===== src/rtl/movavg_pkg.sv =====
// Shared definitions for the 4-tap moving-sum filter and its inverse.
// Optional sample counter in movavg_inv is enabled with MOVINV_COUNT_EN.
package movavg_pkg;

    localparam int DEFAULT_WL    = 64;
    localparam int DEFAULT_NTAPS = 4;

    typedef logic [DEFAULT_WL-1:0] word_t;
    typedef word_t [DEFAULT_NTAPS-1:1] hist_t;

endpackage


===== src/rtl/movavg_hist.sv =====
// Shift register of recovered samples; tap 1 is the newest, tap DEPTH the oldest.
module movavg_hist
    import movavg_pkg::*;
#(
    parameter int WL    = DEFAULT_WL,
    parameter int DEPTH = DEFAULT_NTAPS
) (
    input  logic          clk,
    input  logic          flush_i,
    input  logic          shift_i,
    input  logic [WL-1:0] din_i,
    output logic [WL-1:0] oldest_o
);

    generate
        for (genvar gi = 1; gi <= DEPTH; gi++) begin : g_tap
            logic [WL-1:0] tap_q;
            logic [WL-1:0] tap_d;

            if (gi == 1) begin : g_head
                assign tap_d = din_i;
            end else begin : g_body
                assign tap_d = g_tap[gi-1].tap_q;
            end

            always_ff @(posedge clk) begin
                if (flush_i) begin
                    tap_q <= '0;
                end else if (shift_i) begin
                    tap_q <= tap_d;
                end
            end
        end
    endgenerate

    assign oldest_o = g_tap[DEPTH].tap_q;

endmodule


===== src/rtl/movavg_inv.sv =====
// Inverse of the NTAPS moving-sum filter: x[n] = y[n] - y[n-1] + x[n-NTAPS].
// Define MOVINV_COUNT_EN to add the sample_cnt / primed status outputs.
module movavg_inv
    import movavg_pkg::*;
#(
    parameter int WL    = DEFAULT_WL,
    parameter int NTAPS = DEFAULT_NTAPS
) (
    input  logic          clk,
    input  logic          reset,
    input  logic          clear,
    input  logic [WL-1:0] din,
    input  logic          din_valid,
    output logic          din_ready,
    output logic [WL-1:0] dout,
    output logic          dout_valid,
    input  logic          dout_ready
`ifdef MOVINV_COUNT_EN
    ,
    output logic [31:0]   sample_cnt,
    output logic          primed
`endif
);

    logic          flush;
    logic          accept;
    logic [WL-1:0] x_old;
    logic [WL-1:0] x_new;
    logic [WL-1:0] dout_q, dout_d;
    logic          dout_valid_q, dout_valid_d;
    logic [WL-1:0] y_prev_q, y_prev_d;

    assign flush     = reset | clear;
    assign din_ready = !dout_valid_q || dout_ready;
    assign accept    = din_valid && din_ready && !flush;
    assign x_new     = din - y_prev_q + x_old;

    // y[n]-y[n-1] leaves x[n]-x[n-NTAPS], so the history must reach back NTAPS samples.
    movavg_hist #(
        .WL    (WL),
        .DEPTH (NTAPS)
    ) u_hist (
        .clk      (clk),
        .flush_i  (flush),
        .shift_i  (accept),
        .din_i    (x_new),
        .oldest_o (x_old)
    );

    always_comb begin
        dout_d       = dout_q;
        dout_valid_d = dout_valid_q;
        y_prev_d     = y_prev_q;
        if (accept) begin
            dout_d       = x_new;
            dout_valid_d = 1'b1;
            y_prev_d     = din;
        end else if (dout_ready) begin
            dout_valid_d = 1'b0;
        end
    end

    always_ff @(posedge clk) begin
        if (flush) begin
            dout_q       <= '0;
            dout_valid_q <= 1'b0;
            y_prev_q     <= '0;
        end else begin
            dout_q       <= dout_d;
            dout_valid_q <= dout_valid_d;
            y_prev_q     <= y_prev_d;
        end
    end

    assign dout       = dout_q;
    assign dout_valid = dout_valid_q;

`ifdef MOVINV_COUNT_EN
    logic [31:0] cnt_q, cnt_d;

    assign cnt_d = accept ? cnt_q + 32'd1 : cnt_q;

    always_ff @(posedge clk) begin
        if (flush) begin
            cnt_q <= '0;
        end else begin
            cnt_q <= cnt_d;
        end
    end

    assign sample_cnt = cnt_q;
    assign primed     = (cnt_q >= 32'(NTAPS - 1));
`endif

endmodule


===== config.mk =====
export PLATFORM = sky130hd
export DESIGN_NAME = movavg_inv
export DESIGN_NICKNAME = d
export VERILOG_FILES = /design/src/rtl/movavg_pkg.sv /design/src/rtl/movavg_hist.sv /design/src/rtl/movavg_inv.sv
export SDC_FILE = /design/constraint.sdc
export NUM_CORES = 1
export LEC_CHECK = 0
export ABC_AREA = 1
export CAP_MARGIN = 0
export CORE_MARGIN = 1
export CORE_UTILIZATION = 45
export CTS_CLUSTER_DIAMETER = 40
export DETAILED_ROUTE_END_ITERATION = 7
export DONT_BUFFER_PORTS = 1
export PLACE_DENSITY = 0.62
export SYNTH_ARGS = -nofsm -noshare
export SYNTH_HDL_FRONTEND = slang
export SYNTH_SLANG_ARGS = --single-unit

===== constraint.sdc =====
create_clock -name clk -period 2.7 [get_ports clk]
set_input_delay 0.54 -clock clk [delete_from_list [all_inputs] [get_ports clk]]
set_output_delay 0.54 -clock clk [all_outputs]
set_load 0.02 [all_outputs]

* After elaboration in Yosys (flattened, before gate mapping) *
Cells that the tools add are included.

operators by class
  $add $sub $neg = 2
  multiply operators = 0
  divide/modulo/power cells = 0
  order comparisons = 0
  eq/ne operators = 0
  shift-type cells = 0
  mux-type cells = 2
  bitwise logic cells = 1
  reduce and logical (&&, ||, !) cells = 6

operators by type and width
  cell                 number
  $add A64 B64 Y64     1
  $sub A64 B64 Y64     1
  $logic_and A1 B1 Y1  2
  $logic_not A1 Y1     2
  $mux W1              2
  $reduce_bool A2 Y1   1
  $logic_or A1 B1 Y1   1
  $or A1 B1 Y1         1

word-level totals
  flip-flop bits (word level) = 321
  latch bits = 0
  memory bits (writable) = 0
  bits in read-only memories = 0
  input port bits = 69
  output and inout port bits = 66
  logic and storage cells = 17
  memories kept = 0

* Logic depth before layout (Yosys ltp) *
Gate-level depths: netlist of run 1.

  depth after elaboration = 5
  gate-level depth with buffers = 20
  mapped depth without buffers = 20

* By module *
Synthesis of run 1 repeated with hierarchy kept, for this count alone.

second synthesis, totals
  cells, all modules = 3824
  area, all modules = 23450.0 µm²

by module, submodules not included
  module       instances  cells each  area an instance (µm²)
  movavg_inv   1          2202        12724.7
  movavg_hist  1          1622        10725.3

* Worst setup path before layout of run 1 *
OpenSTA, ideal clock, no wires.

  kind = input port to flip-flop
  start point = in din[3]
  end point = reg dout_q[60], in the netlist dout[60]
  setup time = 0.109 ns
  arrival = 2.503 ns
  required time = 2.591 ns
  slack = 0.087 ns
  stages on the path = 17
  buffers on the path = 0
  path through = inv_1 fa_1 inv_1 ha_1 nand2_1 nand2_1 or2_2 nand2_1 nand2_1 nand2_1 nand2_1 nand2_1 nand2_1 nand2_1 nand3_1 nand2_1 inv_1

on the way
  longest elaborated chain between the ends = 2

RTL lines
  element               RTL line          text
  from (decl)           movavg_inv.sv:12  input logic [WL-1:0] din,
  $sub A64 B64 Y64      movavg_inv.sv:36  assign x_new = din - y_prev_q + x_old;
  $add A64 B64 Y64      movavg_inv.sv:36
  to (signal assigned)  movavg_inv.sv:69  dout_q <= dout_d;
  to (decl)             movavg_inv.sv:29  logic [WL-1:0] dout_q, dout_d;

Every way passes these cells.
A chain may end at the register's enable or synchronous reset.

* Worst setup path after layout of run 1 *
  start point = reg u_hist.g_tap[4].tap_q[22], in the netlist u_hist.oldest_o[22]
  end point = reg dout_q[47], in the netlist dout[47]

on the way
  longest elaborated chain between the ends = 1

RTL lines
  element                 RTL line           text
  from (decl)             movavg_hist.sv:17  logic [WL-1:0] tap_q;
  from (signal assigned)  movavg_hist.sv:30  tap_q <= tap_d;
  $add A64 B64 Y64        movavg_inv.sv:36

Every way passes these cells.

==> metrics.cfg, run 1 <==
[logic_synthesis]
synthesis.nets=3002
seq_area_frac_synth_pct=34.6
synth_cell_type_count=29
yosys_warnings=0
ys_seq_elements=321
syn_area_per_cell_um2=6.63
synth_cells=2806
netlist_area_mm2=0.0186

[die]
start_util_pct=45.5
rows=74
pin_count=135
die-area_mm2=0.0421
die_w_um=205
die_height_um=205
core_mm2=0.0408

[detailed_routing]
initialDrtViolationCount=885
first_pass_iters=5
wl_per_cell_um=14.7
wl_um=52400
viasPerCell=4.83
routed-via-count=17200
ant_nets=0
drc=0

[clocking]
cts_sinks=321
cts_tree=done
cts_buffer_depth=3
htreeDepth=2
clock_latency_ns=0.58
clk_pin_slew_ns=0.06
cts_buffers=47
clockRootBuffer=clkbuf_16
ctsHoldBuffers=0

[grt]
antenna_found_initial=0
grt_usage_pct=24.7
grt_pass1_wl_um=81900
grt_start_max_net_pins=196
grt_pass1_vias=16100
overflow=0

[job]
cap_violations=0

[cells_and_area]
fin_nets=3189
fin_area_mm2=0.0241
drive_above_1_share_pct=21.9
fin_util_pct=59.0
num_antenna_cells=0
fill_cells=3880
syn_to_final_growth_pct=29.5

[worst_setup_path]
end_kind=flip-flop
cp_slowest_cell=fa_1
worst_r2r_endpoint=dout[47]
path_buf_inv=7
worstPathCellList=inv_2 -> fa_1 -> inv_2 -> ha_4 -> buf_4 -> nand2_4 -> buf_6 -> inv_1 -> nand2_1 -> nand2_2 -> inv_2 -> nand2_2 -> a21oi_2 -> nand2_4 -> nand2_4 -> nand2_1 -> nand2_1 -> nand3_2 -> nand2_1 -> inv_1
crit_family=adder cells
crit_fanout=4
critPathRequiredTime_ns=3.17
cpMostUsedCell=nand2_1
r2r.worst_path.cells=20
critPathArrivalTime_ns=3.11
critPathLaunchType=flip-flop
rrSetupSlack_ns=0.06
max_stage_delay_ns=0.53
r2r-start=u_hist.oldest_o[22]
worst-setup-path-type=flip-flop to flip-flop

[place]
gp_routability_congestion=0.905
placed_area_mm2=0.0207
port_buffers=0
hpwlAfterDp_um=39500

[power_and_ir_drop]
pwr_density_cell_mw_per_mm2=664
leakage_nw=11.7
ir_drop_mv=0.489

[timing]
fin_skew_ns=0.0170
fin_crit_sh_pct=97.8
slew_headroom_pct=37.4
rsz0062_at_grt=true
period_needed_ns=2.64
worstMarginPinSlew_ns=0.939
hold_viol_final=0
setup_viol=0
fmax_mhz=379
drv_slew=0

[worst_hold_path]
hp-class=primary input to flip-flop
min_to=y_prev_q[0]
hold_path_depth=2
min_from=din[0]

[run_status]
outcome=complete, no violations

worst register-to-register path: stages, from the launching register on:
cell and delay [ns]:
dfxtp_2 0.32, inv_2 0.05, fa_1 0.53, inv_2 0.05, ha_4 0.25, buf_4 0.14
nand2_4 0.07, buf_6 0.10, inv_1 0.03, nand2_1 0.07, nand2_2 0.07, inv_2 0.05
nand2_2 0.07, a21oi_2 0.18, nand2_4 0.12, nand2_4 0.10, nand2_1 0.05, nand2_1 0.07
nand3_2 0.08, nand2_1 0.08, inv_1 0.03
repair_timing:
| action | 4_1_cts | 5_1_grt |
|---|---|---|
| pin swaps | 7 | 52 |
| buffers inserted | 2 | 6 |
| setup endpoints to repair | 31 | 50 |
| cloned | 0 | 0 |
| gates resized for setup | 84 | 300 |
metal layers:
metal	up-vias	track usage, %	wire length [um]
met5	-	0	0
met4	0	5.66	1010
met1	7905	33.5	24800
met2	294	40.2	24100
li1	8953	-	-
met3	67	4.80	2520
synth_stat cells:
cell type / number / share of area (%)
a21oi_1: 177 / 4.8
nand2_1: 671 / 14
or2_2: 2 / 0.067
o21ai_1: 5 / 0.13
inv_1: 665 / 13
dfxtp_1: 321 / 35
nor3_1: 13 / 0.35
xor2_1: 2 / 0.094
nor4_2: 1 / 0.067
nor3_2: 3 / 0.16
nand4_1: 9 / 0.30
ha_1: 64 / 4.3
nand3_1: 259 / 7.0
o21bai_1: 5 / 0.20
and2_1: 2 / 0.067
o21ai_0: 289 / 7.8
buf_2: 15 / 0.40
nor3_4: 2 / 0.17
buf_1: 10 / 0.20
fa_1: 63 / 6.8
nand2_2: 12 / 0.40
nor2_2: 9 / 0.30
inv_2: 3 / 0.061
xnor2_1: 21 / 0.99
nor4_1: 2 / 0.067
nor2_4: 1 / 0.061
nor2_1: 97 / 2.0
nand3_2: 3 / 0.16
clkbuf_1: 80 / 1.6
logic make-up after synthesis:
| group | share of synthesized area, % |
|---|---|
| xor+xnor | 1.08 |
| flops | 34.6 |
| simple gates | 24.7 |
| fa+ha+maj | 11.1 |
| buf+inv | 15.7 |
| compound gates | 12.9 |
per-stage QoR:
stage                     std cells  hold slack (ns)  setup TNS [ns]  setup slack, ns  power, mW
after global routing           3562           0.0617           -1.21          -0.0909       16.8
after floorplan                2806            0.425               0           0.0874       7.29
after CTS                      3556           0.0462         -0.0477          -0.0287       15.6
after detailed placement       3468            0.439          -16.21           -0.591       8.83
after global placement         3468            0.432          -16.72           -0.651       8.80
final                          3562           0.0743               0           0.0599       16.0
worst max path at each step:
stage	start	to	slack, ns	cells after the start
3_3_place_gp	din[13]	dout[47]	-0.65	18
6_report	u_hist.oldest_o[22]	dout[47]	0.06	20
4_1_cts	u_hist.oldest_o[9]	dout[62]	-0.03	19
5_1_grt	u_hist.oldest_o[8]	dout[62]	-0.09	19
2_1_floorplan	din[3]	dout[60]	0.09	17
3_5_place_dp	din[13]	dout[47]	-0.59	18
area by class of cell:
cell class	count	area, um^2	share of cell area [%]
clock buffer	60	1300	5.38
tap	532	666	2.76
inverter	668	2510	10.4
sequential	321	6430	26.7
clock inverter	26	392	1.63
timing repair buffer	243	1910	7.95
multi-input combinational	1712	10900	45.2
state kept, by name, summed over array words and instances (netlist names):
register and cells:
u_hist.g_tap.tap_q 128, dout 64, u_hist.oldest_o 64, y_prev_q 64
dout_valid 1
layout by cell type (no fill, tap or decap), types with 6 or more instances in the layout:
| cell | n |
|---|---|
| a21oi_1 | 150 |
| a21oi_2 | 22 |
| buf_12 | 6 |
| buf_4 | 233 |
| bufinv_16 | 8 |
| clkbuf_1 | 7 |
| clkbuf_16 | 48 |
| dfxtp_1 | 317 |
| fa_1 | 62 |
| ha_1 | 15 |
| ha_4 | 44 |
| inv_1 | 637 |
| inv_2 | 31 |
| nand2_1 | 563 |
| nand2_2 | 96 |
| nand2_4 | 24 |
| nand3_1 | 232 |
| nand3_2 | 23 |
| nand3_4 | 7 |
| nand4_1 | 9 |
| nor2_1 | 52 |
| nor2_2 | 32 |
| nor2_4 | 23 |
| nor3_2 | 8 |
| nor3_4 | 6 |
| o21ai_0 | 283 |
| o21ai_1 | 8 |
| xnor2_1 | 19 |
power breakdown:
part           internal (mW)  leakage, nW  total (mW)  switching [mW]
combinational           1.81         8.26        4.35            2.54
clock                   4.20        0.824        6.51            2.31
sequential              4.90         2.61        5.12           0.221
Power figures use the tool's default switching activity.
==> run 2: changes to the inputs <==
--- a/config.mk
+++ b/config.mk
@@ -7,12 +7,14 @@
 export LEC_CHECK = 0
 export ABC_AREA = 1
 export CAP_MARGIN = 0
+export CELL_PAD_IN_SITES_DETAIL_PLACEMENT = 0
+export CELL_PAD_IN_SITES_GLOBAL_PLACEMENT = 1
 export CORE_MARGIN = 1
-export CORE_UTILIZATION = 45
+export CORE_UTILIZATION = 42
 export CTS_CLUSTER_DIAMETER = 40
 export DETAILED_ROUTE_END_ITERATION = 7
 export DONT_BUFFER_PORTS = 1
-export PLACE_DENSITY = 0.62
+export PLACE_DENSITY = 0.77
 export SYNTH_ARGS = -nofsm -noshare
 export SYNTH_HDL_FRONTEND = slang
 export SYNTH_SLANG_ARGS = --single-unit
==> metrics.cfg, run 2 (same netlist as run 1, synthesis figures left out) <==
[timing]
fin_skew_ns=0.0214  ; +0.00440 ns
fin_crit_sh_pct=96.3  ; -1.5 points
period_needed_ns=2.60  ; -0.0394 ns
fmax_mhz=385  ; +1.5%
drv_slew=0  ; unchanged
setup_ws_ns=0.0993  ; +0.0394 ns
fin_setup_tns_ns=0  ; unchanged
rsz0062_at_grt=true
hold_viol_final=0  ; unchanged
worstMarginPinSlew_ns=0.813  ; -0.126 ns
setup_viol=0  ; unchanged
slew_headroom_pct=45.8  ; +8.4 points

[worst_setup_path]
cp_slowest_cell=fa_1
end_kind=flip-flop
critPathArrivalTime_ns=3.06  ; -0.05 ns
max_stage_delay_ns=0.48  ; -0.05 ns
worstPathCellList=inv_1 -> fa_1 -> inv_1 -> ha_4 -> nand2_2 -> nor2_4 -> buf_4 -> and2_1 -> nand2_2 -> nand2_2 -> nand2_2 -> nand2_4 -> buf_6 -> a21oi_1 -> o21ai_1 -> nand2_1
crit_family=simple AND/OR/NAND/NOR gates
crit_fanout=4  ; unchanged
path_buf_inv=4  ; -3
critPathLaunchType=flip-flop
worst-setup-path-type=flip-flop to flip-flop
critPathRequiredTime_ns=3.16  ; about the same
cpMostUsedCell=nand2_2

[power_and_ir_drop]
pwr_density_cell_mw_per_mm2=684  ; +3.1%
leakage_nw=11.4  ; -2.7%
swShare_pct=32.3  ; +0.54 points
clkPwrFrac_pct=42.7  ; +2.0 points
p_int_mw=11.0  ; +0.92%
ir_drop_mv=0.487  ; -0.44%
pwr-share-seq_pct=31.5  ; -0.6 points
power.net_switching_mw=5.25  ; +3.5%
pwr-share-comb_pct=25.7  ; -1.5 points

[cells_and_area]
largest_reg_flops=128  ; unchanged
layout_common_cells=652 x inv_1, 584 x nand2_1, 320 x dfxtp_1
fin_cells=3570  ; +0.22%
syn_to_final_growth_pct=27.8
mostFrequentLayoutCell=inv_1
top_register=u_hist.g_tap.tap_q
fin_nets=3139  ; -1.6%
drive_above_1_share_pct=19.1  ; -2.8 points
num_antenna_cells=0  ; unchanged
fin_util_pct=54.8  ; -4.2 points

[grt]
grt_pass1_wl_um=83300  ; +1.7%
grt_usage_pct=23.4  ; -1.2 points
grt_start_max_net_pins=172  ; -12%
grt_pass1_vias=16200  ; +1.1%
overflow=0  ; unchanged
antenna_found_initial=0  ; unchanged

[detailed_routing]
initialDrtViolationCount=891  ; +0.68%
first_pass_iters=5  ; unchanged
ant_nets=0  ; unchanged
drc=0  ; unchanged
routed-via-count=17100  ; -0.67%
wl_per_cell_um=15.0  ; +1.6%
wl_um=53400  ; +1.9%
viasPerCell=4.79  ; -0.90%

[clocking]
cts_sinks=321  ; unchanged
cts_buffers=51  ; +8.5%
clk_pin_slew_ns=0.06  ; about the same
ctsHoldBuffers=0  ; unchanged
clockRootBuffer=clkbuf_16
clock_latency_ns=0.59  ; about the same
cts_tree=done
htreeDepth=2  ; unchanged
cts_buffer_depth=3  ; unchanged

[die]
die-area_mm2=0.0451  ; +7.1%
die_w_um=212  ; +3.5%
core_mm2=0.0434  ; +6.2%
start_util_pct=42.9  ; -2.7 points
rows=76  ; +2.7%
die_height_um=212  ; +3.5%
pin_count=135  ; unchanged

[place]
hpwlAfterDp_um=40500  ; +2.4%
port_buffers=0  ; unchanged
gp_routability_congestion=0.894  ; -1.2%
dp_cells=3464  ; -0.12%
pre_cts_ws_ns=-0.624  ; -0.0331 ns

[job]
cap_violations=0  ; unchanged

[worst_hold_path]
hp-class=primary input to flip-flop

[run_status]
outcome=complete, no violations

run 2: changes by cell type in the layout (fill, tap and decap cells not counted), sizes merged:
cell	previous run	this run
bufinv	8	7
clkinvlp	2	7
buf	243	189
inv	675	681
clkbuf	60	59
run 2: final timing paths:
kind,startpoint,to,slack [ns],cells after the start
worst max-delay path,u_hist.oldest_o[5],dout[29],0.1,16
worst min register to register,u_hist.g_tap[2].tap_q[14],u_hist.g_tap[2].tap_q[14],0.45,2
worst min-delay path,din[0],y_prev_q[0],0.06,2
worst max register to register,u_hist.oldest_o[5],dout[29],0.1,16
run 2: power groups by stage:
stage	Sequential, mW	Combinational [mW]	Clock (mW)
6_report	5.13	4.18	6.95
2_1_floorplan	5.17	2.12	0
3_3_place_gp	5.23	3.48	0
5_1_grt	5.14	4.63	7.30
4_1_cts	5.13	3.65	7.11
3_5_place_dp	5.23	3.49	0
run 2: worst register-to-register path, stage by stage, from the launching register on:
cell and delay [ns]:
dfxtp_1 0.32, inv_1 0.06, fa_1 0.48, inv_1 0.06
ha_4 0.29, nand2_2 0.10, nor2_4 0.13, buf_4 0.11
and2_1 0.16, nand2_2 0.08, nand2_2 0.11, nand2_2 0.07
nand2_4 0.12, buf_6 0.12, a21oi_1 0.05, o21ai_1 0.14
nand2_1 0.07
run 2: per-stage QoR:
step	hold WS [ns]	power [mW]	instance area, um^2
after floorplan	0.425	7.29	18600
after global routing	0.0685	17.1	23800
after global placement	0.434	8.70	20400
final	0.0618	16.3	23800
after CTS	0.0300	15.9	22500
after detailed placement	0.439	8.72	20400
run 2: final cells by class:
type / count / area (um^2)
clock inverter: 36 / 478
fill: 4343 / 19600
tap: 585 / 732
inverter: 668 / 2510
multi-input combinational: 1712 / 10700
timing repair buffer: 189 / 1530
clock buffer: 59 / 1370
sequential: 321 / 6430
run 2: what timing repair did:
action	CTS	global route
buffers inserted	3	9
resized for setup	66	249
setup endpoints to repair	31	45
pin swaps	5	49
run 2: layer usage:
layer	routed length, um	vias up	part of all wire (%)	GRT usage [%]
li1	-	8858	-	-
met5	0	-	0	0
met1	25200	7890	47	31.1
met2	24900	276	47	39.3
met4	1360	0	2.6	6.85
met3	1980	79	3.7	3.44
